## config.mk

```make
export PLATFORM = sky130hd
export DESIGN_NAME = midi_message_parser
export DESIGN_NICKNAME = d
export VERILOG_FILES = /design/src/rtl/midi_pkg.sv /design/src/rtl/midi_byte_strobe.sv /design/src/rtl/midi_message_parser.sv
export SDC_FILE = /design/constraint.sdc
export NUM_CORES = 1
export LEC_CHECK = 0
export BUFFER_PORTS_ARGS = -buffer_cell sky130_fd_sc_hd__buf_2
export CORE_MARGIN = 4
export CORE_UTILIZATION = 51
export CTS_BUF_LIST = sky130_fd_sc_hd__clkbuf_8
export DETAILED_ROUTE_END_ITERATION = 10
export PLACE_DENSITY = 0.81
export SYNTH_ARGS = -nofsm -noshare
export SYNTH_HDL_FRONTEND = slang
export SYNTH_SLANG_ARGS = --single-unit
```

## constraint.sdc

```tcl
create_clock -name clk_100mhz -period 1.6 [get_ports clk_100mhz]
set_input_delay 0.16 -clock clk_100mhz [delete_from_list [all_inputs] [get_ports clk_100mhz]]
set_output_delay 0.16 -clock clk_100mhz [all_outputs]
set_load 0.01 [all_outputs]
```

## src/rtl/midi_pkg.sv

```systemverilog
// Shared types and constants for the MIDI channel-voice message parser.
// Covers the parser states, status nibbles and the note event record.
package midi_pkg;

    typedef enum logic [1:0] {
        WAIT_STATUS = 2'd0,
        WAIT_D1     = 2'd1,
        WAIT_D2     = 2'd2
    } parser_state_t;

    localparam logic [3:0] NOTE_OFF   = 4'h8;
    localparam logic [3:0] NOTE_ON    = 4'h9;
    localparam logic [3:0] PROG_CHG   = 4'hC;
    localparam logic [3:0] CHAN_PRESS = 4'hD;

    typedef struct packed {
        logic       note_on;
        logic [3:0] channel;
        logic [6:0] note;
        logic [6:0] velocity;
    } note_event_t;

    // Program change and channel pressure carry a single data byte.
    function automatic logic single_data_msg(input logic [3:0] nibble);
        return (nibble == PROG_CHG) || (nibble == CHAN_PRESS);
    endfunction

    function automatic logic is_realtime(input logic [7:0] b);
        return b >= 8'hF8;
    endfunction

    function automatic logic is_system_common(input logic [7:0] b);
        return (b[7:4] == 4'hF) && (b < 8'hF8);
    endfunction

endpackage

```

## src/rtl/midi_byte_strobe.sv

```systemverilog
// Turns the decoder's valid level into a one-cycle byte strobe and
// keeps a copy of the byte delivered by the most recent strobe.
module midi_byte_strobe (
    input  logic       clk_100mhz,
    input  logic       reset,
    input  logic       byte_valid,
    input  logic [7:0] byte_in,
    output logic       strobe,
    output logic [7:0] byte_data
);

    logic       byte_valid_q;
    logic [7:0] byte_q;

    // byte_valid_q resets high so a level already asserted at reset release
    // is not mistaken for a fresh byte.
    always_ff @(posedge clk_100mhz) begin
        if (reset) begin
            byte_valid_q <= 1'b1;
            byte_q       <= 8'h00;
        end else begin
            byte_valid_q <= byte_valid;
            if (strobe) begin
                byte_q <= byte_in;
            end
        end
    end

    assign strobe    = byte_valid & ~byte_valid_q;
    assign byte_data = strobe ? byte_in : byte_q;

endmodule

```

## src/rtl/midi_message_parser.sv

```systemverilog
// Parses a MIDI byte stream into note-on/note-off events with running status,
// a single-entry output slot with valid/ready handshake and a saturating drop counter.
module midi_message_parser
    import midi_pkg::*;
#(
    parameter logic [15:0] CHANNEL_MASK = 16'hFFFF,
    parameter int          DROP_CNT_W   = 8
) (
    input  logic                  clk_100mhz,
    input  logic                  reset,
    input  logic [7:0]            byte_in,
    input  logic                  byte_valid,
    output logic                  evt_valid,
    input  logic                  evt_ready,
    output logic                  evt_note_on,
    output logic [3:0]            evt_channel,
    output logic [6:0]            evt_note,
    output logic [6:0]            evt_velocity,
    output logic [DROP_CNT_W-1:0] drop_count
);

    logic        strobe;
    logic [7:0]  byte_data;

    parser_state_t         state, state_n;
    logic [7:0]            run_status, run_status_n;
    logic [6:0]            d1, d1_n;
    note_event_t           evt_q, evt_n, new_evt;
    logic                  evt_valid_q, evt_valid_n;
    logic [DROP_CNT_W-1:0] drop_q, drop_n;
    logic                  evt_fire;
    logic                  handshake;
    logic [3:0]            status_nibble;
    logic [6:0]            d2;

    midi_byte_strobe u_byte_strobe (
        .clk_100mhz (clk_100mhz),
        .reset      (reset),
        .byte_valid (byte_valid),
        .byte_in    (byte_in),
        .strobe     (strobe),
        .byte_data  (byte_data)
    );

    always_ff @(posedge clk_100mhz) begin
        if (reset) begin
            state       <= WAIT_STATUS;
            run_status  <= 8'h00;
            d1          <= 7'h00;
            evt_q       <= '0;
            evt_valid_q <= 1'b0;
            drop_q      <= '0;
        end else begin
            state       <= state_n;
            run_status  <= run_status_n;
            d1          <= d1_n;
            evt_q       <= evt_n;
            evt_valid_q <= evt_valid_n;
            drop_q      <= drop_n;
        end
    end

    assign status_nibble = run_status[7:4];
    assign d2            = byte_data[6:0];
    assign handshake     = evt_valid_q & evt_ready;

    always_comb begin
        state_n      = state;
        run_status_n = run_status;
        d1_n         = d1;
        evt_fire     = 1'b0;
        new_evt      = '0;

        if (strobe) begin
            if (is_realtime(byte_data)) begin
                state_n = state;
            end else if (is_system_common(byte_data)) begin
                state_n      = WAIT_STATUS;
                run_status_n = 8'h00;
            end else if (byte_data[7]) begin
                state_n      = WAIT_D1;
                run_status_n = byte_data;
            end else begin
                case (state)
                    WAIT_STATUS: begin
                        state_n = WAIT_STATUS;
                    end
                    WAIT_D1: begin
                        d1_n    = byte_data[6:0];
                        state_n = single_data_msg(status_nibble) ? WAIT_D1 : WAIT_D2;
                    end
                    WAIT_D2: begin
                        state_n          = WAIT_D1;
                        new_evt.channel  = run_status[3:0];
                        new_evt.note     = d1;
                        new_evt.note_on  = (status_nibble == NOTE_ON) && (d2 != 7'd0);
                        new_evt.velocity = new_evt.note_on ? d2 : 7'd0;
                        // Masked channels vanish here so they never reach the drop logic.
                        if ((status_nibble == NOTE_ON) || (status_nibble == NOTE_OFF)) begin
                            evt_fire = CHANNEL_MASK[run_status[3:0]];
                        end
                    end
                    default: begin
                        state_n = WAIT_STATUS;
                    end
                endcase
            end
        end
    end

    // A slot being handed off this cycle counts as free for the new event.
    always_comb begin
        evt_n       = evt_q;
        evt_valid_n = evt_valid_q;
        drop_n      = drop_q;

        if (evt_fire) begin
            if (!evt_valid_q || handshake) begin
                evt_n       = new_evt;
                evt_valid_n = 1'b1;
            end else if (drop_q != {DROP_CNT_W{1'b1}}) begin
                drop_n = drop_q + DROP_CNT_W'(1);
            end
        end else if (handshake) begin
            evt_valid_n = 1'b0;
        end
    end

    assign evt_valid    = evt_valid_q;
    assign evt_note_on  = evt_q.note_on;
    assign evt_channel  = evt_q.channel;
    assign evt_note     = evt_q.note;
    assign evt_velocity = evt_q.velocity;
    assign drop_count   = drop_q;

endmodule
```

## After elaboration in Yosys (flattened, before gate mapping)

Memory sizes are Yosys's and may differ from the RTL's. A register that Yosys moved wholly into a read port is not among the register bits.
Index checks and enable logic that the tools add are counted.

- Memories: 1
- Output and inout bits: 28
- Bits in read-only memories: 16
- Bits in registers: 54

Memory list:

| memory | words | bits a word | read ports | clocked after Yosys merged registers in | write ports | RTL line | text |
|---|---|---|---|---|---|---|---|
| (name not given) | 16 | 1 | 1 | 1 | 0 | midi_message_parser.sv:100 | `evt_fire = CHANNEL_MASK[run_status[3:0]];` |

- Reduce and logical (&&, ||, !) cells: 15
- Eq/ne operators: 9
- Order comparisons: 3
- $add $sub $neg: 1
- Bitwise logic cells: 7
- Mux-type cells: 25

Operators by type and width:

| kind | number |
|---|---|
| $mux W19 | 5 |
| $mux W8 | 3 |
| $eq A4 B4 Y1 const B | 5 |
| $mux W1 | 10 |
| $add A8 B1 Y8 const B | 1 |
| $ge A8 B8 Y1 const B | 1 |
| $lt A8 B8 Y1 const B | 1 |
| $mux W4 | 2 |
| $ne A8 B8 Y1 const B | 1 |
| $mux W7 | 1 |
| $reduce_bool A7 Y1 | 1 |
| $mux W2 | 3 |
| $reduce_and A2 Y1 | 3 |
| $reduce_and A3 Y1 | 2 |
| $lt A4 B5 Y1 const B | 1 |
| $not A1 Y1 | 5 |
| $reduce_and A5 Y1 | 1 |
| $pmux W2 S2 | 1 |
| $reduce_bool A2 Y1 | 2 |
| $logic_or A1 B1 Y1 | 3 |
| $and A1 B1 Y1 | 2 |
| $eq A2 B1 Y1 const B | 1 |
| $eq A2 B2 Y1 const B | 1 |
| $logic_and A1 B1 Y1 | 2 |
| other kinds (2) | 2 |

## Depth between registers and ports, before layout

Gate-level depths: netlist of the first run.

- Depth in word-level cells: 11
- Gate-level depth with buffers: 7

## Cells and area by module

Synthesis of the first run repeated with hierarchy kept, for this count alone.

- Cell total of the unflattened synthesis: 253
- Area total of the unflattened synthesis: 2382.3 um2

By module, submodules not included:

| module | cells each | times used | area an instance (um2) |
|---|---|---|---|
| midi_message_parser | 207 | 1 | 1880.6 |
| midi_byte_strobe | 46 | 1 | 501.7 |

## Worst setup path before layout of the first run

Ideal clock, no wire load.

- Kind: reg2reg
- Start: register state[0]
- End: register drop_q[6], in the netlist drop_count[6]
- Path buffers: 1
- Stages on the path, launching flop included: 8
- Period minus slack after synthesis: 1.599 ns
- Arrival: 1.529 ns
- Setup slack: 0.001 ns
- Required time: 1.530 ns
- Cells stage by stage: dfxtp_1 > inv_1 > ha_1 > and4bb_1 > o2111ai_2 > buf_6 > or3_1 > a21oi_1

- Longest elaborated chain between the ends: 7

RTL lines:

| item | RTL line | text |
|---|---|---|
| from (decl) | midi_message_parser.sv:25 | `parser_state_t state, state_n;` |
| from (signal assigned) | midi_message_parser.sv:54 | `state <= state_n;` |
| $eq A2 B2 Y1 | midi_message_parser.sv:84 | `case (state)` |
| $mux W1 | midi_message_parser.sv:84 |  |
| $mux W1 | midi_message_parser.sv:80 | `end else if (byte_data[7]) begin` |
| $mux W1 | midi_message_parser.sv:77 | `end else if (is_system_common(byte_data)) begin` |
| $mux W1 | midi_message_parser.sv:75 | `if (is_realtime(byte_data)) begin` |
| $mux W1 | midi_message_parser.sv:74 | `if (strobe) begin` |
| $reduce_and A3 Y1 (no line) | -- |  |
| to (signal assigned) | midi_message_parser.sv:59 | `drop_q <= drop_n;` |
| to (decl) | midi_message_parser.sv:30 | `logic [DROP_CNT_W-1:0] drop_q, drop_n;` |

Every way passes these cells.
A chain may end at the register's enable or synchronous reset.

## Final worst setup path of the first run

- Start: register state[0]
- End: register drop_q[3], in the netlist drop_count[3]

Same word-level chain as after synthesis.

==> out/results.txt, run 1 <==
violated checks: setup timing
DRT antenna net count: 0
DR vias: 1979
HP Class: primary input to flop
Max H-tree Level: 2
dpl ws: -0.1986 ns
GP Congestion: 0.7989
grt total ovfl: 0
Top Usage Layer GRT: met2
CP Capture Type: flop
Final Skew: 0.003238 ns
maximum vdd drop: 0.5990 mV
I/O Pins: 40
syn avg cell area: 8.727 um^2
final wirelength: 5471 um
Antenna diodes: 0
maxcap violations: 0
number of global-route vias before repair: 1849
met3 Use GR: 5.402%
worst path cell trace: inv_2 -> ha_4 -> and4bb_2 -> o2111ai_4 -> buf_6 -> or3_1 -> a21oi_2
asr flop ratio synth: 0%
DP Cell Count: 353
post-cts hold buffer count: 0
Reg clk slew, reported paths: 0.09 ns
I/O Buffers: 39
Post-Syn Area: 2112 um^2
placement row count: 23
WP data arrival: 1.99 ns
met1 usage: 26.38%
slowest CP cell: or3_1
CTS Buffer Depth: 2
Avg Vias per Cell: 5.422
max-slew violation total from the final report: 0
first-pass GRT wire length: 8480 um
kind of critical path: flop to flop
CTS sink count: 53
clock root buffer: clkbuf_8
die height: 72.35 um
share of cells above drive strength 1: 34.60%
Critical Path RT: 1.85 ns
synthesis-to-finish area growth: 32.41%
WL/cell: 14.99 um
Synth Flop Type: dfxtp_1
maximum achievable frequency: 0.5746 GHz
GRT Resource Usage Total: 20.87%
fin crit period: 1.740 ns
final setup vio count: 16
initial antenna violation count: 0
largest net degree at the start of global routing: 29
pwr dens: 797.8 nW/um^2
clk_lat worst skew: 0.31 ns
Core Util, Final: 69.91%
fin worst setup slack: -0.1405 ns
# DRC: 0
DR iter-0 viols: 210
syn_nets: 257
CTS tree: yes
Design Area, Final: 2796 um^2
most frequent cells in the layout: 49 x nand2_1, 49 x dfxtp_1, 39 x buf_2
CORE AREA: 4000 um^2
Slew HR: 61.37%
layout net count: 329
register area share after synthesis: 50.24%
Final Hold Violating Endpoints: 0
number of synthesized flops with an enable pin: 0
Worst Setup Start Kind: flop
Placed Area: 2585 um^2
Unique masters post-synth: 40
final non-filler cell total: 365
cell count after synthesis: 242
leakage power: 1.148 nW
met2 Usage GRT: 34.07%
status: finished, violations left
DR pass1 iterations: 4
final period utilization: 108.8%
register bit count reported by yosys: 53
hpwl dp: 3612 um
RSZ-0062 raised after global routing: yes
worst-margin pin slew: 0.5768 ns
crit-path max FO: 8
CP peak stage delay: 0.37 ns
Initial Utilization: 52.80%
die width: 72.35 um
Yosys Warn Count: 0
TritonCTS buffer count: 5
die area: 5235 um^2
[worst max-delay path: cells and delay by family (launching register included)]
| family | cells | cell delay [ns] |
|---|---|---|
| DFF | 1 | 0.34 |
| and+or+nand+nor | 2 | 0.65 |
| adders and majority gates | 1 | 0.12 |
| AOI/OAI and AO/OA | 2 | 0.33 |
| buffers and inverters | 2 | 0.24 |
[synth_stat cells, types with 2 or more instances]
library cell	number	area, um^2
mux2i_1	5	50.05
a21oi_1	29	145.1
or4_1	2	15.01
nand3b_1	6	45.04
nor3_1	4	20.02
nor2b_1	3	18.77
ha_1	3	37.54
o31ai_1	2	15.01
and2_1	2	12.51
inv_1	3	11.26
clkbuf_1	7	26.28
nand4_1	4	25.02
nand3_1	8	40.04
nor4_1	2	12.51
dfxtp_1	53	1061
or3_1	3	18.77
a211oi_1	4	30.03
nor2_1	15	56.30
nor3b_1	3	22.52
nand2_1	49	183.9
buf_2	3	15.01
a31o_2	3	26.28
a22o_1	3	26.28
buf_1	2	7.510
o21ai_0	7	35.03
nand2b_1	3	18.77
[state kept, by name, summed over array words and instances (netlist names)]
name	count
u_byte_strobe.byte_valid_q	1
u_byte_strobe.byte_q	7
evt_note_on	1
d1	7
evt_note	7
run_status	8
evt_valid	1
evt_velocity	7
state	2
drop_count	8
evt_channel	4
[layout make-up]
class	count	area, um^2
fillers	306	1204
repair buffers	78	511.7
clock inverters	3	17.52
flip-flops and latches	53	1066
clock buffers	5	68.82
well taps	50	62.56
multi-input cells	173	1059
inverters	3	11.26
[through the flow]
step / setup TNS, ns / hold slack, ns / power [W]
CTS: -0.3611 / 0.1067 / 0.002229
detailed placement: -2.380 / 0.4422 / 0.001497
global route: -2.057 / 0.1032 / 0.002304
finish: -0.6816 / 0.1215 / 0.002231
global placement: -1.240 / 0.4382 / 0.001494
floorplan: 0 / 0.2666 / 0.001429
[power breakdown]
part	leakage, nW	internal (W)	total, W	switching (W)
sequential	0.430	0.00133	0.00134	0.00000780
clock	0.0497	0.000307	0.000755	0.000448
combinational	0.669	0.0000602	0.000138	0.0000782
total	1.15	0.00170	0.00223	0.000534
[what timing repair did]
| item | CTS | global route |
|---|---|---|
| setup endpoints to repair | 23 | 23 |
| setup buffers | 3 | 2 |
| gates resized for setup | 13 | 12 |
| pin swaps | 5 | 7 |
[routing by layer]
layer	routed length, um	vias to the layer above
met5	0	-
met4	131	0
met3	400	12
met2	2686	72
met1	2252	907
li1	-	988
[path summary, 6_finish.rpt]
check,depth (start not counted),slack [ns],to,start
worst max-delay path,7,-0.14,drop_count[3],state[0]
worst min-delay path,3,0.12,d1[0],byte_in[0]
worst max register to register,7,-0.14,drop_count[3],state[0]
worst min register to register,2,0.45,evt_velocity[6],evt_velocity[6]
[cells by family (layout without fill, tap and decap cells)]
| kind of cell | count (synthesis) | in the layout | synth area share [%] |
|---|---|---|---|
| XOR/XNOR | 1 | 1 | 0.4148 |
| multiplexers | 5 | 5 | 2.370 |
| AO/OA/AOI/OAI | 53 | 53 | 15.28 |
| AND/OR/NAND/NOR | 111 | 111 | 26.54 |
| adder cells (fa/ha/maj) | 3 | 3 | 1.777 |
| buffers and inverters | 16 | 89 | 3.377 |
| flip-flops | 53 | 53 | 50.24 |
(Power assumes the default switching activity.)
==> run 2, diff against run 1 <==
- CELL_PAD_IN_SITES_DETAIL_PLACEMENT: default -> 1
- CELL_PAD_IN_SITES_GLOBAL_PLACEMENT: default -> 2
- CORE_UTILIZATION: 51 -> 30
- PLACE_DENSITY: 0.81 -> 0.78
==> out/results.txt, run 2 (synthesis results as in run 1) <==
first-pass GRT wire length: 9390 um (+11%)
TritonCTS buffer count: 5 (unchanged)
final setup vio count: 5 (-11)
DR pass1 iterations: 4 (unchanged)
Max H-tree Level: 2 (unchanged)
die height: 91.91 um (+27%)
clk_lat worst skew: 0.31 ns (about the same)
Reg clk slew, reported paths: 0.09 ns (about the same)
I/O Buffers: 39 (unchanged)
share of cells above drive strength 1: 34.21% (-0.39 points)
# DRC: 0 (unchanged)
layout net count: 318 (-3.3%)
CTS sink count: 53 (unchanged)
Initial Utilization: 30.92% (-22 points)
reg2reg setup slack: -0.09 ns (+0.05 ns)
crit-path max FO: 7 (-1)
hpwl dp: 4069 um (+13%)
violated checks: setup timing
fin crit period: 1.689 ns (-0.05161 ns)
final wirelength: 5856 um (+7.0%)
I/O Pins: 40 (unchanged)
Avg Vias per Cell: 4.743 (-13%)
maxcap violations: 0 (unchanged)
Critical Path RT: 1.84 ns (about the same)
DR vias: 1897 (-4.1%)
HP Class: primary input to flop
grt total ovfl: 0 (unchanged)
largest net degree at the start of global routing: 22 (-24%)
number of global-route vias before repair: 1876 (+1.5%)
pwr dens: 783.7 nW/um^2 (-1.8%)
Final Hold Violating Endpoints: 0 (unchanged)
worst-margin pin slew: 0.5536 ns (-0.02314 ns)
most frequent cells in the layout: 49 x dfxtp_1, 48 x nand2_1, 39 x buf_2
Placed Area: 2572 um^2 (-0.48%)
Slew HR: 62.92% (+1.6 points)
CTS tree: yes
DRT antenna net count: 0 (unchanged)
WL/cell: 14.64 um (-2.3%)
kind of critical path: flop to flop
initial antenna violation count: 0 (unchanged)
CTS Buffer Depth: 2 (unchanged)
final period utilization: 105.6% (-3.2 points)
max-slew violation total from the final report: 0 (unchanged)
GP Congestion: 0.7283 (-8.8%)
Design Area, Final: 2836 um^2 (+1.4%)
Final Skew: 0.009794 ns (+0.006556 ns)
DR iter-0 viols: 72 (-66%)
Tot Pwr: 0.002223 W (-0.37%)
clock root buffer: clkbuf_8
GRT Resource Usage Total: 13.84% (-7.0 points)
Antenna diodes: 0 (unchanged)
maximum achievable frequency: 0.5921 GHz (+3.1%)
die area: 8447 um^2 (+61%)
CP Capture Type: flop
CORE AREA: 6832 um^2 (+71%)
fin worst setup slack: -0.08885 ns (+0.05161 ns)
placement row count: 30 (+30%)
commonest non-fill, non-tap cell in the layout: dfxtp_1
status: finished, violations left
die width: 91.91 um (+27%)
synthesis-to-finish area growth: 34.30%
RSZ-0062 raised after global routing: yes
WP data arrival: 1.93 ns (-0.06 ns)
maximum vdd drop: 0.3983 mV (-33%)
leakage power: 1.122 nW (-2.3%)
Worst Setup Start Kind: flop
==> run 2: changes by cell type in the layout (fill, tap and decap cells not counted), sizes merged <==
cell    delta
buf       -13
clkbuf     +2
==> run 2: worst paths after layout <==
path / from / endpoint / cells past startpoint
setup / recovery: state[0] / drop_count[3] / 7
hold / removal: byte_valid / u_byte_strobe.byte_valid_q / 2
setup reg to reg: state[0] / drop_count[3] / 7
hold reg to reg: evt_velocity[4] / evt_velocity[4] / 2
==> run 2: worst max-delay path, stage by stage, from the launching register on <==
cell       delay (ns)
dfxtp_2          0.33
inv_2            0.06
ha_4             0.12
and4bb_2         0.29
o2111ai_4        0.15
buf_6            0.18
or3_4            0.38
a21oi_2          0.11
==> run 2: power by group <==
part           internal, W  total [W]  leakage (nW)  switching [W]
clock network     0.000307   0.000751        0.0497       0.000445
registers          0.00133    0.00134         0.429     0.00000815
logic            0.0000542   0.000133         0.643      0.0000789
total              0.00169    0.00222          1.12       0.000532
==> run 2: per-layer routing <==
metal | routed length [um] | GRT usage, % | part of all wire, % | vias to the layer above
met4 | 74 | 3.837 | 1.3 | 0
met2 | 2676 | 21.65 | 46 | 35
met5 | 0 | 0 | 0 | -
met1 | 2862 | 18.88 | 49 | 885
met3 | 244 | 3.527 | 4.2 | 8
li1 | - | - | - | 969
==> run 2: final cells by class <==
type	instances	area, um^2
Clock buffer	5	68.82
Clock inverter	3	17.52
Multi-Input combinational cell	173	1080
Sequential cell	53	1066
Fill cell	851	3995
Inverter	3	11.26
Timing Repair Buffer	67	473.0
Tap cell	96	120.1
==> run 2: metrics by stage <==
step	setup TNS (ns)	std cells	hold WS (ns)	utilization, %	setup slack [ns]
after floorplan	0	242	0.2666	-	0.0005078
after global placement	-0.04974	388	0.4360	37.66	-0.01805
after detailed placement	-0.3477	388	0.4437	37.66	-0.08794
after CTS	-0.2215	396	0.1246	39.36	-0.07916
after global routing	-1.409	400	0.1249	41.52	-0.1640
final	-0.2954	400	0.1279	41.52	-0.08885
==> run 2: timing repair <==
action	CTS	global route
gates cloned	0	2
setup buffers	0	2
setup endpoints to repair	5	18
pin swaps	7	12
hold buffers	0	0
resized for setup	8	22
